`src/rtl/bcd_pkg.sv`:
```
// Shared BCD definitions for the digit-serial divider and its quotient-digit selector.
package bcd_pkg;

    localparam int BCD_W   = 4;
    localparam int BCD_MAX = 9;

    typedef logic [BCD_W-1:0] bcd_digit_t;

    typedef enum logic [1:0] {
        IDLE,
        DIV,
        FIN
    } div_state_t;

    function automatic logic is_bcd(input bcd_digit_t d);
        return d <= bcd_digit_t'(BCD_MAX);
    endfunction

endpackage

```
`src/rtl/bcd_qdigit_sel.sv`:
```
// Combinational quotient-digit selection: q = largest k in 0..9 with k*divisor <= pr,
// rem = pr - q*divisor.
module bcd_qdigit_sel
    import bcd_pkg::*;
(
    input  logic [6:0]  pr,
    input  bcd_digit_t  divisor,
    output bcd_digit_t  q,
    output bcd_digit_t  rem
);

    logic [7:0]         w_mult [1:BCD_MAX];
    logic [BCD_MAX:1]   w_ge;
    logic [7:0]         w_sel_mult;

    // The comparison results form a thermometer code, so the highest true index wins.
    genvar gi;
    generate
        for (gi = 1; gi <= BCD_MAX; gi++) begin : g_mult
            assign w_mult[gi] = 8'(gi) * {4'b0000, divisor};
            assign w_ge[gi]   = ({1'b0, pr} >= w_mult[gi]);
        end
    endgenerate

    always_comb begin
        q          = '0;
        w_sel_mult = '0;
        for (int k = 1; k <= BCD_MAX; k++) begin
            if (w_ge[k]) begin
                q          = bcd_digit_t'(k);
                w_sel_mult = w_mult[k];
            end
        end
        rem = bcd_digit_t'({1'b0, pr} - w_sel_mult);
    end

endmodule

```
`src/rtl/bcd_digit_divider.sv`:
```
// Sequential packed-BCD long divider: N-digit dividend by one BCD digit,
// one quotient digit per clock, most-significant digit first.
module bcd_digit_divider
    import bcd_pkg::*;
#(
    parameter int N_DIGITS = 8
) (
    input  logic                        clk,
    input  logic                        rst_n,
    input  logic                        start,
    input  logic [BCD_W*N_DIGITS-1:0]   dividend,
    input  logic [BCD_W-1:0]            divisor,
    output logic                        busy,
    output logic                        done,
    output logic [BCD_W*N_DIGITS-1:0]   quotient,
    output logic [BCD_W-1:0]            remainder,
    output logic                        error
);

    localparam int DW    = BCD_W * N_DIGITS;
    localparam int CNT_W = (N_DIGITS > 1) ? $clog2(N_DIGITS) : 1;

    div_state_t         r_state;
    logic [CNT_W-1:0]   r_cnt;
    logic [DW-1:0]      r_dvd;
    logic [DW-BCD_W-1:0] r_qsh;
    logic [DW-1:0]      r_quot;
    bcd_digit_t         r_dvs;
    bcd_digit_t         r_rem;
    bcd_digit_t         r_remainder;
    logic               r_busy;
    logic               r_done;
    logic               r_error;

    logic [6:0]         w_pr;
    bcd_digit_t         w_q;
    bcd_digit_t         w_rem;
    logic [DW-1:0]      w_qsh_next;
    logic [N_DIGITS-1:0] w_digit_bad;
    logic               w_fault;

    genvar gi;
    generate
        for (gi = 0; gi < N_DIGITS; gi++) begin : g_chk
            assign w_digit_bad[gi] = !is_bcd(dividend[gi*BCD_W +: BCD_W]);
        end
    endgenerate

    assign w_fault = (divisor == '0) || !is_bcd(divisor) || (|w_digit_bad);

    // Partial remainder never exceeds 8*10+9, so 7 bits suffice.
    assign w_pr = ({3'b000, r_rem} * 7'd10) + {3'b000, r_dvd[DW-1 -: BCD_W]};

    // Only N-1 digits need to be kept; the final digit joins them on the way to the output.
    assign w_qsh_next = {r_qsh, w_q};

    bcd_qdigit_sel u_qsel (
        .pr      (w_pr),
        .divisor (r_dvs),
        .q       (w_q),
        .rem     (w_rem)
    );

    always_ff @(posedge clk or negedge rst_n) begin
        if (!rst_n) begin
            r_state     <= IDLE;
            r_cnt       <= '0;
            r_dvd       <= '0;
            r_qsh       <= '0;
            r_quot      <= '0;
            r_dvs       <= '0;
            r_rem       <= '0;
            r_remainder <= '0;
            r_busy      <= 1'b0;
            r_done      <= 1'b0;
            r_error     <= 1'b0;
        end else begin
            case (r_state)
                IDLE: begin
                    r_done <= 1'b0;
                    if (start) begin
                        r_dvd <= dividend;
                        r_dvs <= divisor;
                        r_rem <= '0;
                        r_qsh <= '0;
                        if (w_fault) begin
                            r_state     <= FIN;
                            r_error     <= 1'b1;
                            r_done      <= 1'b1;
                            r_busy      <= 1'b0;
                            r_quot      <= '0;
                            r_remainder <= '0;
                        end else begin
                            r_state <= DIV;
                            r_error <= 1'b0;
                            r_busy  <= 1'b1;
                            r_cnt   <= CNT_W'(N_DIGITS - 1);
                        end
                    end
                end
                DIV: begin
                    r_dvd <= {r_dvd[DW-BCD_W-1:0], {BCD_W{1'b0}}};
                    r_qsh <= w_qsh_next[DW-BCD_W-1:0];
                    r_rem <= w_rem;
                    if (r_cnt == '0) begin
                        r_state     <= FIN;
                        r_busy      <= 1'b0;
                        r_done      <= 1'b1;
                        r_quot      <= w_qsh_next;
                        r_remainder <= w_rem;
                    end else begin
                        r_cnt <= r_cnt - CNT_W'(1);
                    end
                end
                FIN: begin
                    r_done  <= 1'b0;
                    r_state <= IDLE;
                end
                default: begin
                    r_state <= IDLE;
                    r_busy  <= 1'b0;
                    r_done  <= 1'b0;
                end
            endcase
        end
    end

    assign busy      = r_busy;
    assign done      = r_done;
    assign quotient  = r_quot;
    assign remainder = r_remainder;
    assign error     = r_error;

endmodule

```
`config.mk`:
```
export PLATFORM = sky130hd
export DESIGN_NAME = bcd_digit_divider
export DESIGN_NICKNAME = d
export VERILOG_FILES = /design/src/rtl/bcd_pkg.sv /design/src/rtl/bcd_qdigit_sel.sv /design/src/rtl/bcd_digit_divider.sv
export SDC_FILE = /design/constraint.sdc
export NUM_CORES = 1
export LEC_CHECK = 0
export CORE_AREA = 10 10 116 118
export DETAILED_ROUTE_END_ITERATION = 10
export DIE_AREA = 0 0 126 128
export GPL_TIMING_DRIVEN = 0
export HOLD_SLACK_MARGIN = 0.06
export PLACE_DENSITY_LB_ADDON = 0.05
export SLEW_MARGIN = 20
export SYNTH_ARGS = -nofsm -noshare
export SYNTH_HDL_FRONTEND = slang
export SYNTH_SLANG_ARGS = --single-unit
```
`constraint.sdc`:
```
create_clock -name clk -period 8.9 [get_ports clk]
set_clock_uncertainty 0.05 [all_clocks]
set_input_delay 1.335 -clock clk [delete_from_list [all_inputs] [get_ports clk]]
set_output_delay 1.335 -clock clk [all_outputs]
set_load 0.02 [all_outputs]
```
==> flow_metrics.env, run 1 <==
export IMPL_vias=5489
export IMPL_seq_area_frac_synth=0.430
export IMPL_setup_viol_count_final=0
export IMPL_clk_pin_slew_ns=0.08
export IMPL_ys_types=55
export IMPL_fin_setup_tns_ns=0
export IMPL_combinationalPowerShare=0.408
export IMPL_post_cts_buffers=0
export IMPL_multi_input_area_sq_mm=0.00349
export IMPL_nNetsFinal=907
export IMPL_totalWireLength_mm=16.7
export IMPL_hold_path_class="flip-flop to flip-flop"
export IMPL_area_growth_pct=19.9
export IMPL_drive_gt1_frac=0.0363
export IMPL_p_int_mw=1.06
export IMPL_cts_resized_gates=0
export IMPL_fp_row_count=39
export IMPL_cts_root_buf="clkbuf_16"
export IMPL_hold_viol_final=0
export IMPL_cp_data_arrival_time_ns=6.76
export IMPL_switching_share=0.375
export IMPL_worstMarginPinSlew_ns=1.12
export IMPL_detail_route_antenna_nets=0
export IMPL_syn_avg_cell_area_sq_um=9.24
export IMPL_fin_crit_sh=0.737
export IMPL_seq_power_share=0.341
export IMPL_syn_instance_count=705
export IMPL_grt_overflow_total=0
export IMPL_synth_top_area_cell="dfrtp_1"
export IMPL_pin_count=78
export IMPL_cts_tree="built"
export IMPL_nFillCells=914
export IMPL_synth_seq_cells=112
export IMPL_dp_cells=926
export IMPL_cap_violations=0
export IMPL_yosysWarnings=0
export IMPL_antenna_cells=0
export IMPL_p_leak_nw=3.67
export IMPL_drc_errors=0
export IMPL_synth_edf_count=0
export IMPL_grt_pass1_vias=5658
export IMPL_fmax_mhz=152
export IMPL_register_area_sq_mm=0.00280
export IMPL_p_per_area_mw_per_mm2=217
export IMPL_numCtsBuffers=9
export IMPL_syn_nets=818
export IMPL_die_h_um=128
export IMPL_layout_min_cycle_time_ns=6.56
export IMPL_syn_area_sq_mm=0.00651
export IMPL_firstDrtPassIters=5
export IMPL_port_buffers=77
export IMPL_place_congestion=0.902
export IMPL_netlist_top_cells_area="dfrtp_1 43%, ha_1 12%, nand2_1 10%"
export IMPL_cts_sinks=112
export IMPL_cp_start_kind="flip-flop"
export IMPL_critPathCaptureType="flip-flop"
export IMPL_min_path_cells=1
export IMPL_core_sq_mm=0.0112
export IMPL_grt_setup_unrepaired="no"
export IMPL_switching_power_mw=0.637
export IMPL_grt_usage=0.209
export IMPL_avgRoutedWirePerCell_um=17.8
export IMPL_slew_violations=0
export IMPL_async_reset_ff_frac=1.00
export IMPL_peakVddDrop_v=0.000133
export IMPL_worst_skew_pair_late_latency_ns=0.36
export IMPL_status="completed"
export IMPL_r2r_cells=23
export IMPL_antenna_found_initial=0
export IMPL_critPathKind="flip-flop to flip-flop"
export IMPL_p_clk_frac=0.251
export IMPL_maxSlewHeadroom=0.248
export IMPL_ctsHoldBuffers=0
export IMPL_die_area_sq_mm=0.0161
export IMPL_via_per_inst=5.83
export IMPL_htree_levels=3
export IMPL_dpl_hpwl_mm=12.5
export IMPL_synth_main_ff_cell="dfrtp_1"
export IMPL_synth_top_area_frac=0.430
export IMPL_finalNonFillerCells=942
export IMPL_grt_pass1_wl_mm=28.0
export IMPL_cp_max_fo=9
export IMPL_start_util=0.580
export IMPL_cp_data_required_time_ns=9.10
export IMPL_final_util=0.696
export IMPL_die_w_um=126
export IMPL_drtIter0Drc=436
export IMPL_grt_max_degree=73
export IMPL_clockBufferDepth=2
[registers in the layout, summed over array words and instances (netlist names)]
register / count
error: 1
r_qsh: 28
r_cnt: 3
r_dvs: 4
r_state: 2
r_rem: 4
remainder: 4
done: 1
r_dvd: 32
busy: 1
quotient: 32
[stage by stage]
| stage | setup WS (ns) | area (sq um) | hold slack, ns | power (mW) |
|---|---|---|---|---|
| after floorplan | 3.37 | 6510 | 0.390 | 1.07 |
| after global placement | 2.15 | 7460 | 0.409 | 1.23 |
| after detailed placement | 2.58 | 7490 | 0.412 | 1.26 |
| after CTS | 2.48 | 7810 | 0.426 | 1.70 |
| after global routing | 1.98 | 7810 | 0.452 | 1.81 |
| final | 2.34 | 7810 | 0.429 | 1.70 |
[layer usage]
metal  track usage  vias up  share of wire
met5             0        -              0
met4        0.0764        0          0.018
met3        0.0422       29          0.054
met2         0.342      155           0.48
met1         0.269     2688           0.45
li1              -     2617              -
[final timing paths]
path,startpoint,to,slack (ns)
worst max-delay path,r_rem[1],remainder[3],2.34
worst min-delay path,r_cnt[0],r_cnt[0],0.43
worst max register to register,r_rem[1],remainder[3],2.34
worst min register to register,r_cnt[0],r_cnt[0],0.43
max in group asynchronous,rst_n,quotient[19],7.28
min in group asynchronous,rst_n,r_rem[3],0.84
[worst max-delay path, stage by stage, from the launching register on]
cell	delay, ns
dfrtp_1	0.46
ha_1	0.33
ha_1	0.19
inv_1	0.06
fa_1	0.45
nor4_2	0.42
xnor2_2	0.27
inv_2	0.19
ha_1	0.38
nand2_1	0.09
o21ai_1	0.07
a311oi_1	0.75
or4b_4	0.59
a211oi_1	0.29
o221a_1	0.24
o31ai_1	0.14
ha_1	0.31
a21o_1	0.18
a21oi_1	0.17
xnor2_1	0.19
nor2_1	0.10
o211ai_1	0.15
mux2i_1	0.11
a211o_1	0.28
[cell type report]
type | instances | share of cell area
clock inverter | 6 | 0.0103
clock buffer | 10 | 0.0306
sequential | 112 | 0.359
timing repair buffer | 78 | 0.102
inverter | 32 | 0.0154
tap | 143 | 0.0229
buffer | 27 | 0.0130
multi-input combinational | 534 | 0.447
[cells in the mapped netlist (5+ instances only)]
master	instances
nand3_1	5
clkbuf_1	26
nand2_1	178
o21ai_0	56
fa_1	9
inv_1	28
nor2b_1	6
xor2_1	5
xnor2_1	6
o21a_1	7
nand2b_1	5
ha_1	65
nand4_1	5
dfrtp_1	112
nor2_1	23
a21o_1	7
o21ai_1	35
nor3_1	6
a21oi_1	27
and2_1	5
mux2i_1	29
[cells by family (layout without fill, tap and decap cells)]
family / after synthesis / count (layout) / share of synthesized area
flip-flops: 112 / 112 / 0.430
AND/OR/NAND/NOR: 246 / 246 / 0.160
adder cells (fa/ha/maj): 75 / 75 / 0.154
AO/OA/AOI/OAI: 171 / 171 / 0.158
multiplexers: 30 / 30 / 0.0463
XOR/XNOR: 12 / 12 / 0.0173
buffers and inverters: 59 / 153 / 0.0340
[cells in the final DEF (no fill, tap or decap), types with 2 or more instances in the layout]
| master | n |
|---|---|
| nor2_1 | 23 |
| nand3_1 | 5 |
| a311oi_1 | 2 |
| clkdlybuf4s50_1 | 76 |
| a21oi_1 | 27 |
| dfrtp_1 | 112 |
| inv_6 | 2 |
| nor4_1 | 2 |
| inv_2 | 4 |
| o21a_1 | 7 |
| nand2_1 | 178 |
| nand2b_1 | 5 |
| or3_1 | 3 |
| o21ai_1 | 35 |
| a211o_1 | 2 |
| inv_1 | 28 |
| nor2b_1 | 6 |
| a31o_1 | 2 |
| and4_1 | 2 |
| a211oi_1 | 3 |
| o22ai_1 | 3 |
| o31ai_1 | 4 |
| o21ai_0 | 56 |
| a21o_1 | 7 |
| clkbuf_16 | 9 |
| fa_1 | 9 |
| ha_1 | 65 |
| mux2i_1 | 29 |
| a31oi_1 | 3 |
| nor3_1 | 6 |
| o221ai_1 | 3 |
| o211ai_1 | 4 |
| and2_1 | 5 |
| xor2_1 | 5 |
| clkbuf_1 | 26 |
| a211oi_2 | 3 |
| nand4_1 | 5 |
| xnor2_1 | 6 |
[power by group through the flow]
stage	combinational (mW)	sequential, mW	clock [mW]
after floorplan	0.494	0.577	0
after global placement	0.643	0.586	0
after detailed placement	0.671	0.587	0
after CTS	0.686	0.578	0.434
after global routing	0.771	0.584	0.458
final	0.693	0.579	0.426
(Power assumes the default switching activity.)
==> run 2, diff against run 1 <==
--- a/config.mk
+++ b/config.mk
@@ -5,9 +5,9 @@
 export SDC_FILE = /design/constraint.sdc
 export NUM_CORES = 1
 export LEC_CHECK = 0
-export CORE_AREA = 10 10 116 118
+export CORE_AREA = 10 10 118 120
 export DETAILED_ROUTE_END_ITERATION = 10
-export DIE_AREA = 0 0 126 128
+export DIE_AREA = 0 0 128 130
 export GPL_TIMING_DRIVEN = 0
 export HOLD_SLACK_MARGIN = 0.06
 export PLACE_DENSITY_LB_ADDON = 0.05
==> constraint.sdc (replaced) <==
create_clock -name clk -period 6.3 [get_ports clk]
set_clock_uncertainty 0.05 [all_clocks]
set_input_delay 0.945 -clock clk [delete_from_list [all_inputs] [get_ports clk]]
set_output_delay 0.945 -clock clk [all_outputs]
set_load 0.02 [all_outputs]
==> run 2 against run 1 <==
  * Combinational power up 47%
  * Global-route usage down 0.25 points
  * Core utilization down 2.0 points
  * Non-clock buffer count up 7
  * Worst hold slack worse by 0.015 ns
  * Critical endpoint unchanged
  * Largest cell class unchanged
  * Largest power group unchanged
==> flow_metrics.env, run 2 (same netlist as run 1, synthesis figures left out) <==
export IMPL_crit_family="compound AO/OA/AOI/OAI gates"
export IMPL_drive_gt1_frac=0.0521
export IMPL_cp_data_arrival_time_ns=6.25
export IMPL_final_util=0.675
export IMPL_place_congestion=0.904
export IMPL_clockBufferDepth=2
export IMPL_critPathKind="flip-flop to flip-flop"
export IMPL_placed_area_sq_mm=0.00749
export IMPL_nNetsFinal=914
export IMPL_r2r_cells=23
export IMPL_nFillCells=962
export IMPL_fin_area_sq_mm=0.00791
export IMPL_cp_max_fo=7
export IMPL_grt_max_degree=73
export IMPL_core_sq_mm=0.0117
export IMPL_worstReg2RegStart="r_rem[1]"
export IMPL_crit_start="r_rem[1]"
export IMPL_worstMarginPinSlew_ns=0.697
export IMPL_detail_route_antenna_nets=0
export IMPL_hold_viol_final=0
export IMPL_critPathCaptureType="flip-flop"
export IMPL_min_path_cells=1
export IMPL_worst_skew_pair_late_latency_ns=0.36
export IMPL_fp_row_count=40
export IMPL_cp_data_required_time_ns=6.50
export IMPL_avgRoutedWirePerCell_um=17.6
export IMPL_final_cell_mix="178 x nand2_1, 112 x dfrtp_1, 76 x clkdlybuf4s50_1, 65 x ha_1, 56 x o21ai_0"
export IMPL_maxSlewHeadroom=0.535
export IMPL_firstDrtPassIters=5
export IMPL_setup_viol_count_final=0
export IMPL_area_growth_pct=21.5
export IMPL_die_area_sq_mm=0.0166
export IMPL_cpPeakStageDelay_ns=0.55
export IMPL_grt_overflow_total=0
export IMPL_p_leak_nw=3.72
export IMPL_start_util=0.556
export IMPL_slew_violations=0
export IMPL_layout_min_cycle_time_ns=6.05
export IMPL_dp_cells=930
export IMPL_drc_errors=0
export IMPL_totalWireLength_mm=16.7
export IMPL_antenna_cells=0
export IMPL_via_per_inst=5.65
export IMPL_grt_pass1_vias=5495
export IMPL_antenna_found_initial=0
export IMPL_crit_buf_inv=2
export IMPL_slowest_stage="or4b_4"
export IMPL_crit_path_frequent_cell="ha_1"
export IMPL_cts_tree="built"
export IMPL_htree_levels=3
export IMPL_die_h_um=130
export IMPL_grt_pass1_wl_mm=27.9
export IMPL_cap_violations=0
export IMPL_min_from="r_cnt[0]"
export IMPL_worst_path_stages=23
export IMPL_status="completed"
export IMPL_cp_start_kind="flip-flop"
export IMPL_crit_chain="ha_1 -> ha_1 -> inv_1 -> fa_1 -> nor4_4 -> xnor2_2 -> inv_2 -> ha_1 -> nand2_1 -> o21ai_1 -> a311oi_4 -> or4b_4 -> a211oi_1 -> o221a_1 -> o31ai_2 -> ha_1 -> a21o_1 -> a21oi_1 -> xnor2_1 -> nor2_1 -> o211ai_1 -> mux2i_1 -> a211o_1"
export IMPL_peakVddDrop_v=0.000239
export IMPL_r2r_setup_slack_ns=0.25
export IMPL_grt_usage=0.207
export IMPL_numCtsBuffers=9
export IMPL_hold_end="r_cnt[0]"
export IMPL_layout_commonest_cell="nand2_1"
export IMPL_reg2reg_to="remainder[3]"
export IMPL_p_per_area_mw_per_mm2=305
export IMPL_clk_pin_slew_ns=0.08
export IMPL_die_w_um=128
export IMPL_vias=5381
export IMPL_fmax_mhz=165
export IMPL_fin_crit_sh=0.961
export IMPL_whs_ns=0.414
export IMPL_pin_count=78
export IMPL_finalNonFillerCells=953
export IMPL_dpl_hpwl_mm=12.5
export IMPL_cts_sinks=112
export IMPL_p_total_mw=2.41
export IMPL_cts_root_buf="clkbuf_16"
export IMPL_port_buffers=77
export IMPL_drtIter0Drc=404
export IMPL_hold_path_class="flip-flop to flip-flop"
## run 2: worst reg2reg max path, delay by kind of cell, from the launching register on
kind	cells	cell delay, ns
AOI/OAI and AO/OA	9	1.85
xor gates and xnor gates	2	0.47
and+or+nand+nor	4	1.11
muxes	1	0.09
DFF	1	0.45
buffers and inverters	2	0.22
adders and majority gates	5	1.70
## run 2: worst max-delay path by stage
| stage | endpoint | slack [ns] |
|---|---|---|
| 2_1_floorplan | remainder[3] | 0.77 |
| 3_5_place_dp | remainder[3] | -0.13 |
| 4_1_cts | remainder[3] | 0.07 |
| 5_1_grt | remainder[3] | -0.04 |
| 6_report | remainder[3] | 0.25 |
| 3_3_place_gp | remainder[3] | -0.01 |
## run 2: layer usage
| metal | vias to the layer above | track usage | share of wire |
|---|---|---|---|
| met1 | 2632 | 0.268 | 0.45 |
| met4 | 0 | 0.0530 | 0.012 |
| met2 | 109 | 0.344 | 0.49 |
| met5 | - | 0 | 0 |
| li1 | 2626 | - | - |
| met3 | 14 | 0.0434 | 0.042 |
## run 2: power breakdown
group,switching (mW),internal [mW]
combinational,0.592,0.430
clock,0.290,0.282
sequential,0.0495,0.766
## run 2: timing repair
action                                 in CTS  in global routing
setup endpoints to repair                   2                  2
endpoints found under the hold margin       0                  0
resized for setup                           1                  8
setup buffers                               0                  7
hold buffers                                0                  0
pin swaps                                   0                  1
## run 2: cell type report
class                           instances  area (sq um)  share of cell area
Inverter                               32           120              0.0152
Clock buffer                            9           225              0.0285
Tap cell                              147           184              0.0233
Sequential cell                       112          2800               0.354
Clock inverter                          7          75.1             0.00949
Buffer                                 27           101              0.0128
Multi-Input combinational cell        534          3550               0.449
Timing Repair Buffer                   85           852               0.108
## run 2: through the flow
stage | setup slack (ns) | setup TNS [ns]
2_1_floorplan | 0.767 | 0
3_3_place_gp | -0.00996 | -0.00996
3_5_place_dp | -0.134 | -0.242
4_1_cts | 0.0668 | 0
5_1_grt | -0.0366 | -0.0366
6_report | 0.247 | 0
==> run 3, diff against run 2 <==
--- a/config.mk
+++ b/config.mk
@@ -5,9 +5,10 @@
 export SDC_FILE = /design/constraint.sdc
 export NUM_CORES = 1
 export LEC_CHECK = 0
-export CORE_AREA = 10 10 118 120
+export CORE_AREA = 10 10 117 119
+export CTS_BUF_LIST = sky130_fd_sc_hd__clkbuf_4 sky130_fd_sc_hd__clkbuf_8
 export DETAILED_ROUTE_END_ITERATION = 10
-export DIE_AREA = 0 0 128 130
+export DIE_AREA = 0 0 127 129
 export GPL_TIMING_DRIVEN = 0
 export HOLD_SLACK_MARGIN = 0.06
 export PLACE_DENSITY_LB_ADDON = 0.05
==> run 3 against run 2 <==
  * Critical path depth unchanged
  * Non-clock buffer count decreased by 6
  * Sequential share of layout area up 0.70 points
  * Fmax rose by 2.7%
==> flow_metrics.env, run 3 (same netlist as run 1, synthesis figures left out) <==
export IMPL_drc_errors=0
export IMPL_grt_usage=0.200
export IMPL_slew_violations=0
export IMPL_antenna_cells=0
export IMPL_cts_tree="built"
export IMPL_peakVddDrop_v=0.000223
export IMPL_worst_skew_pair_late_latency_ns=0.38
export IMPL_nNetsFinal=908
export IMPL_crit_family="compound AO/OA/AOI/OAI gates"
export IMPL_dp_cells=926
export IMPL_cpPeakStageDelay_ns=0.55
export IMPL_register_area_sq_mm=0.00280
export IMPL_antenna_found_initial=0
export IMPL_final_util=0.685
export IMPL_status="completed"
export IMPL_nFillCells=903
export IMPL_fin_area_sq_mm=0.00776
export IMPL_totalWireLength_mm=16.3
export IMPL_maxSlewHeadroom=0.478
export IMPL_crit_path_frequent_cell="ha_1"
export IMPL_hold_path_class="primary input to async pin"
export IMPL_multi_input_area_sq_mm=0.00353
export IMPL_grt_max_degree=74
export IMPL_drive_gt1_frac=0.0438
export IMPL_dpl_hpwl_mm=12.6
export IMPL_fp_row_count=39
export IMPL_hold_viol_final=0
export IMPL_crit_chain="ha_1 -> ha_1 -> inv_1 -> fa_1 -> nor4_2 -> xnor2_2 -> inv_2 -> ha_1 -> nand2_1 -> o21ai_1 -> a311oi_4 -> or4b_4 -> a211oi_1 -> o221a_1 -> o31ai_2 -> ha_1 -> a21o_1 -> a21oi_1 -> xnor2_1 -> nor2_1 -> o211ai_1 -> mux2i_1 -> a211o_1"
export IMPL_final_setup_worst_slack_ns=0.406
export IMPL_cp_start_kind="flip-flop"
export IMPL_clockBufferDepth=2
export IMPL_drtIter0Drc=295
export IMPL_grt_pass1_vias=5574
export IMPL_p_leak_nw=3.64
export IMPL_pin_count=78
export IMPL_core_sq_mm=0.0113
export IMPL_p_total_mw=2.28
export IMPL_via_per_inst=5.74
export IMPL_final_cell_mix="178 x nand2_1, 112 x dfrtp_1, 76 x clkdlybuf4s50_1, 65 x ha_1, 56 x o21ai_0"
export IMPL_grt_overflow_total=0
export IMPL_firstDrtPassIters=4
export IMPL_vias=5409
export IMPL_grt_pass1_wl_mm=27.1
export IMPL_setup_viol_count_final=0
export IMPL_detail_route_antenna_nets=0
export IMPL_p_per_area_mw_per_mm2=294
export IMPL_clk_pin_slew_ns=0.12
export IMPL_layout_commonest_cell="nand2_1"
export IMPL_cts_sinks=112
export IMPL_layout_min_cycle_time_ns=5.89
export IMPL_port_buffers=77
export IMPL_cap_violations=0
export IMPL_die_w_um=127
export IMPL_preCtsSetupSlack_ns=-0.00524
export IMPL_fmax_mhz=170
export IMPL_cts_root_buf="clkbuf_8"
export IMPL_cp_data_required_time_ns=6.53
export IMPL_cp_data_arrival_time_ns=6.12
export IMPL_avgRoutedWirePerCell_um=17.3
export IMPL_worstMarginPinSlew_ns=0.781
export IMPL_htree_levels=3
export IMPL_finalNonFillerCells=943
export IMPL_fin_crit_sh=0.936
export IMPL_start_util=0.575
export IMPL_crit_buf_inv=2
export IMPL_cp_max_fo=9
export IMPL_place_congestion=0.882
export IMPL_slowest_stage="or4b_4"
export IMPL_critPathCaptureType="flip-flop"
export IMPL_critPathKind="flip-flop to flip-flop"
export IMPL_die_area_sq_mm=0.0164
export IMPL_numCtsBuffers=9
export IMPL_placed_area_sq_mm=0.00749
export IMPL_r2r_setup_slack_ns=0.41
export IMPL_area_growth_pct=19.1
export IMPL_die_h_um=129
export IMPL_grt_setup_unrepaired="no"
-- run 3: changes by cell type in the layout (fill, tap and decap cells not counted), sizes merged --
cell      change
buf           -6
bufinv        +1
clkbuf        +1
clkinv        -1
clkinvlp      -1
-- run 3: final cells by class --
class | instances | share of cell area
Clock inverter | 6 | 0.0106
Buffer | 27 | 0.0131
Timing Repair Buffer | 79 | 0.104
Clock buffer | 10 | 0.0177
Sequential cell | 112 | 0.361
Tap cell | 143 | 0.0231
Inverter | 32 | 0.0155
Multi-Input combinational cell | 534 | 0.455
-- run 3: per-layer routing --
metal  track usage  routed length, um  vias up
li1              -                  -     2627
met1         0.250               7410     2632
met2         0.327               7810      121
met3        0.0398                768       29
met4        0.0911                326        0
met5             0                  0        -
-- run 3: power by group --
group | switching [mW] | leakage, nW | total (mW) | internal (mW)
clock network | 0.264 | 0.108 | 0.468 | 0.204
logic | 0.572 | 2.06 | 0.993 | 0.421
registers | 0.0515 | 1.47 | 0.817 | 0.766
total | 0.887 | 3.64 | 2.28 | 1.39
-- run 3: worst paths after layout --
check / startpoint / end / cells after the start
worst min-delay path: rst_n / quotient[9] / 1
max in group asynchronous: rst_n / quotient[18] / 2
min in group clk: r_cnt[0] / r_cnt[0] / 1
worst max register to register: r_rem[1] / remainder[3] / 23
worst min register to register: r_cnt[0] / r_cnt[0] / 1
worst max-delay path: r_rem[1] / remainder[3] / 23
-- run 3: what timing repair did --
action	CTS	global route
pin swaps	0	1
hold buffers	0	0
buffers inserted	0	1
endpoints found under the setup margin	2	2
resized for setup	1	5
-- run 3: metrics by stage --
| stage | hold slack, ns | TNS [ns] |
|---|---|---|
| 5_1_grt | 0.410 | 0 |
| 6_report | 0.404 | 0 |
| 2_1_floorplan | 0.390 | 0 |
| 4_1_cts | 0.405 | 0 |
| 3_3_place_gp | 0.408 | -3.04 |
| 3_5_place_dp | 0.412 | -0.00524 |
